--- src/rtl/uart_tx.sv ---
// 8N1 UART transmitter with a built-in bring-up banner.
//
// One byte per accepted request is sent as start bit, eight data bits
// LSB first and one stop bit, each bit held CLKS_PER_BIT clock cycles.
// With test_mode_i high the block sends the fixed banner
// "Hello! RISCV!\r\n" once, without anything driving data_i or valid_i.
//
// state | meaning
// ------+-------------------------------------------------------------
// IDLE  | line high, not busy; accepts a banner byte or a valid_i request
// START | start bit (line low) for one bit period
// DATA  | eight data bits, LSB first, one bit period each
// STOP  | stop bit (line high) for one bit period, then back to IDLE

module uart_tx #(
    parameter int CLK_FREQ  = 100_000_000,
    parameter int BAUD_RATE = 1_152_000
) (
    input  logic       clk,
    input  logic       rst_n,
    input  logic [7:0] data_i,
    input  logic       valid_i,
    input  logic       test_mode_i,
    output logic       busy_o,
    output logic       tx_o
);

    localparam int CLKS_PER_BIT = CLK_FREQ / BAUD_RATE;
    localparam int CNT_W        = (CLKS_PER_BIT > 1) ? $clog2(CLKS_PER_BIT) : 1;
    localparam logic [CNT_W-1:0] BAUD_LAST = CNT_W'(CLKS_PER_BIT - 1);
    localparam logic [3:0]       BANNER_LEN = 4'd15;

    typedef enum logic [1:0] {
        IDLE  = 2'd0,
        START = 2'd1,
        DATA  = 2'd2,
        STOP  = 2'd3
    } state_t;

    state_t           state, state_nxt;
    logic [CNT_W-1:0] baud_cnt, baud_nxt;
    logic [2:0]       bit_cnt, bit_nxt;
    logic [7:0]       shift_reg, shift_nxt;
    logic [3:0]       test_ptr, ptr_nxt;
    logic             baud_done;

    // Banner ROM, indexed by test_ptr.
    function automatic logic [7:0] banner_byte(input logic [3:0] idx);
        case (idx)
            4'd0:    banner_byte = 8'h48;
            4'd1:    banner_byte = 8'h65;
            4'd2:    banner_byte = 8'h6C;
            4'd3:    banner_byte = 8'h6C;
            4'd4:    banner_byte = 8'h6F;
            4'd5:    banner_byte = 8'h21;
            4'd6:    banner_byte = 8'h20;
            4'd7:    banner_byte = 8'h52;
            4'd8:    banner_byte = 8'h49;
            4'd9:    banner_byte = 8'h53;
            4'd10:   banner_byte = 8'h43;
            4'd11:   banner_byte = 8'h56;
            4'd12:   banner_byte = 8'h21;
            4'd13:   banner_byte = 8'h0D;
            4'd14:   banner_byte = 8'h0A;
            default: banner_byte = 8'h00;
        endcase
    endfunction

    assign baud_done = (baud_cnt == BAUD_LAST);

    // State, counters, shift register and banner pointer.
    always_ff @(posedge clk or negedge rst_n) begin
        if (!rst_n) begin
            state     <= IDLE;
            baud_cnt  <= '0;
            bit_cnt   <= '0;
            shift_reg <= '0;
            test_ptr  <= '0;
        end else begin
            state     <= state_nxt;
            baud_cnt  <= baud_nxt;
            bit_cnt   <= bit_nxt;
            shift_reg <= shift_nxt;
            test_ptr  <= ptr_nxt;
        end
    end

    // Next-state logic plus line/busy outputs decoded from the current state.
    // Outputs come straight from state so an async reset drops the line to
    // idle at once, and the start bit appears the cycle after acceptance.
    always_comb begin
        state_nxt = state;
        baud_nxt  = baud_cnt;
        bit_nxt   = bit_cnt;
        shift_nxt = shift_reg;
        ptr_nxt   = test_ptr;
        tx_o      = 1'b1;
        busy_o    = 1'b1;

        case (state)
            IDLE: begin
                busy_o   = 1'b0;
                baud_nxt = '0;
                bit_nxt  = '0;
                // Test mode wins over valid_i, even once the banner is done.
                if (test_mode_i) begin
                    if (test_ptr != BANNER_LEN) begin
                        shift_nxt = banner_byte(test_ptr);
                        ptr_nxt   = test_ptr + 4'd1;
                        state_nxt = START;
                    end
                end else if (valid_i) begin
                    shift_nxt = data_i;
                    state_nxt = START;
                end
            end

            START: begin
                tx_o = 1'b0;
                if (baud_done) begin
                    baud_nxt  = '0;
                    state_nxt = DATA;
                end else begin
                    baud_nxt = baud_cnt + 1'b1;
                end
            end

            DATA: begin
                tx_o = shift_reg[0];
                if (baud_done) begin
                    baud_nxt  = '0;
                    shift_nxt = {1'b0, shift_reg[7:1]};
                    if (bit_cnt == 3'd7) begin
                        bit_nxt   = '0;
                        state_nxt = STOP;
                    end else begin
                        bit_nxt = bit_cnt + 3'd1;
                    end
                end else begin
                    baud_nxt = baud_cnt + 1'b1;
                end
            end

            STOP: begin
                tx_o = 1'b1;
                if (baud_done) begin
                    baud_nxt  = '0;
                    state_nxt = IDLE;
                end else begin
                    baud_nxt = baud_cnt + 1'b1;
                end
            end

            default: begin
                state_nxt = IDLE;
            end
        endcase

        // Leaving test mode rewinds the banner; a frame in flight still finishes.
        if (!test_mode_i) begin
            ptr_nxt = '0;
        end
    end

endmodule

--- config.mk ---
export PLATFORM = sky130hd
export DESIGN_NAME = uart_tx
export DESIGN_NICKNAME = d
export VERILOG_FILES = /design/src/rtl/uart_tx.sv
export SDC_FILE = /design/constraint.sdc
export NUM_CORES = 1
export LEC_CHECK = 0
export BUFFER_PORTS_ARGS = -buffer_cell sky130_fd_sc_hd__buf_4
export CAP_MARGIN = 40
export CORE_UTILIZATION = 39
export DETAILED_ROUTE_END_ITERATION = 8
export HOLD_SLACK_MARGIN = 0.08
export SLEW_MARGIN = 5
export SYNTH_ARGS = -nofsm -noshare
export SYNTH_HDL_FRONTEND = slang
export SYNTH_SLANG_ARGS = --single-unit
--- constraint.sdc ---
create_clock -name clk -period 1.8 [get_ports clk]
set_clock_uncertainty 0.1 [all_clocks]
set_input_delay 0.09 -clock clk [delete_from_list [all_inputs] [get_ports clk]]
set_output_delay 0.09 -clock clk [all_outputs]
set_load 0.03 [all_outputs]
==> results by group <==
Status
  • Outcome: finished with violations
  • Failing checks: negative setup slack

Floorplanning
  • Die width: 66.1 µm
  • Die height: 66.1 µm
  • Die area: 0.00437 mm²
  • Core Area: 0.00380 mm²
  • Initial Util: 42.2%
  • Io pins: 14
  • Num rows: 22

Layout
  • Max reg flops: 8
  • Fillcell total: 344
  • Final #Nets: 243
  • Ant diodes: 0
  • Final design utilization: 57.0%
  • Layout cells sized above 1: 36.1%
  • Area Overhead vs Synth: 35.1%

Timing
  • Max Slew Vio Count: 0
  • Hold Violations, Final: 0
  • Tightest Pin Transition: 0.333 ns
  • Fin Hold WS: 0.0957 ns
  • Fin crit share: 100%
  • TNS Setup: -0.00685 ns
  • Achievable Freq: 553 MHz
  • Final Critical Period: 1.81 ns
  • Relative slew margins: 77.5%
  • Final setup vio count: 1
  • PnR worst setup slack: -0.00685 ns
  • RSZ-0062 raised after global routing: true

Power and ir drop
  • Leakage: 0.000974 µW
  • Pwr/cell area: 441 mW/mm²
  • Max IR drop VDD: 0.250 mV

CTS
  • Max clock buf depth: 2
  • Clock sinks: 24
  • CTS Root Cell: clkbuf_8
  • CTS tree: yes
  • Clock slew at reported path FFs: 0.09 ns
  • Total CTS buffers: 3
  • H-Tree Depth: 1
  • Clock Latency Late Sink: 0.26 ns

Setup path
  • WP data arrival: 1.86 ns
  • Worst Setup Start Kind: register
  • Setup crit end kind: register
  • Max incr delay on CP: 0.45 ns
  • Worst path most repeated cell: mux2_4
  • CP Cell Sequence: inv_2, ha_4, mux2_4, a31oi_1, a32oi_1, mux2_4
  • WP data required: 1.85 ns
  • Crit-path slowest cell: dfrtp_2
  • Critical path peak fanout: 4
  • Setup CP Type: reg -> reg

Job
  • Max cap viols: 0

Routing
  • WL met1: 1820 µm
  • Drt wl/cell: 14.7 µm
  • Routed WL: 3870 µm
  • Vias/cell: 5.30
  • Top Layer Used: met4
  • Final ANT Viol Nets: 0
  • DRT Pass-1 Iters: 4
  • Routed met3 length: 99 µm
  • Vias after detailed routing: 1398
  • Drt drc: 0
  • First DRT Iteration DRCs: 80
  • WL met2: 1920 µm

Yosys
  • Avg Inst Size Synth: 9.37 µm²
  • Synth Cell Area: 0.00160 mm²
  • Cell with the most instances after synthesis: dfrtp_1
  • Netlist cell types: 48
  • Synth top area share: 37.5%
  • Post-synth top flop: dfrtp_1
  • Sequential-to-total area share from yosys stat: 37.5%
  • Async S/R FF share, synth: 100%
  • Area leader, netlist: dfrtp_1
  • Post-synth top cells: dfrtp_1, nor2_1, nand2_1
  • Yosys warnings: 0
  • Synth area leaders: dfrtp_1, ha_1, nor2_1, mux2_4, nand2_1
  • FF+latch count, synth: 24
  • Post-synth EDFFs: 0
  • Syn_nets: 197
  • Mapped Cells: 171

Global routing
  • First-pass GRT wire length: 6240 µm
  • Largest net degree at the start of global routing: 25
  • Vias in the first global route: 1413
  • Total Routing Usage GR: 18.5%
  • GR Overflow Total: 0
  • Initial antenna violation count: 0

Placed design
  • Final HPWL DP: 2800 µm
  • Routability Congestion: 0.838
  • Port bufs: 13

Worst hold path
  • Worst hold-check path type: in -> reg
==> per-layer routing <==
layer  track usage [%]  up-vias
li1                  -      687
met1              24.5      679
met2              31.9       28
met3              2.24        4
met4              4.26        0
met5                 0        -
==> layout make-up <==
type,instances,area [µm²],area share [%]
multi-input cells,129,1030,47.6
flip-flops and latches,24,603,27.9
repair buffers,47,369,17.1
inverters,12,47.5,2.20
clock buffers,4,55.1,2.54
well taps,48,60.1,2.77
==> final timing paths <==
check | from | end | slack [ns] | cells past startpoint
worst min register to register | shift_reg[5] | shift_reg[5] | 0.43 | 1
worst max register to register | test_ptr[1] | shift_reg[3] | -0.007 | 6
min in group asynchronous | rst_n | state[0] | 0.16 | 2
worst min-delay path | data_i[5] | shift_reg[5] | 0.1 | 4
worst max-delay path | test_ptr[1] | shift_reg[3] | -0.007 | 6
max in group asynchronous | rst_n | test_ptr[1] | 1.17 | 2
==> worst max-delay path, delay by kind of cell (launching register included) <==
family / cells / cell delay (ns)
mux: 2 / 0.52
flops: 1 / 0.45
compound gates: 2 / 0.31
fa+ha+maj: 1 / 0.22
buf+inv: 1 / 0.11
==> cell usage in the layout (no fill, tap or decap), types with 5 or more instances in the layout <==
cell type and count:
buf_4 43, dfrtp_1 22, nor2_1 20, nand2_1 15, a21oi_1 8, ha_1 8, inv_1 6, inv_2 5
nand3_1 5, xnor2_1 5, o21ai_0 5, nand2b_1 5, mux2_4 5, ha_4 5
==> kinds of logic after synthesis <==
| kind of cell | Yosys count | share of synthesized area, % |
|---|---|---|
| compound gates | 37 | 15.8 |
| fa+ha+maj | 14 | 10.9 |
| xor+xnor | 7 | 3.83 |
| buf+inv | 18 | 4.84 |
| flops | 24 | 37.5 |
| mux | 10 | 8.35 |
| simple gates | 61 | 18.8 |
==> power breakdown <==
| group | internal (µW) | total (µW) | switching, µW |
|---|---|---|---|
| clock | 195 | 369 | 174 |
| combinational | 21.4 | 47.0 | 25.6 |
| sequential | 539 | 539 | 0.000000000000388 |
| total | 755 | 954 | 199 |
==> stage by stage <==
step                total power, µW  worst slack, ns  instances  cell area (µm²)
floorplan                       559          -0.0448        171             1630
global placement                591         -0.00863        249             1920
detailed placement              593          -0.0663        249             1920
CTS                             972         0.000234        256             2030
global route                    997          -0.0893        264             2160
finish                          954         -0.00685        264             2160
==> what timing repair did <==
action	4_1_cts	5_1_grt
endpoints found under the setup margin	2	12
setup buffers	1	8
gates resized for setup	6	16
endpoints found under the hold margin	25	0
hold buffers	2	0
pin swaps	0	6
No activity file was read; power rests on OpenSTA's default activity.
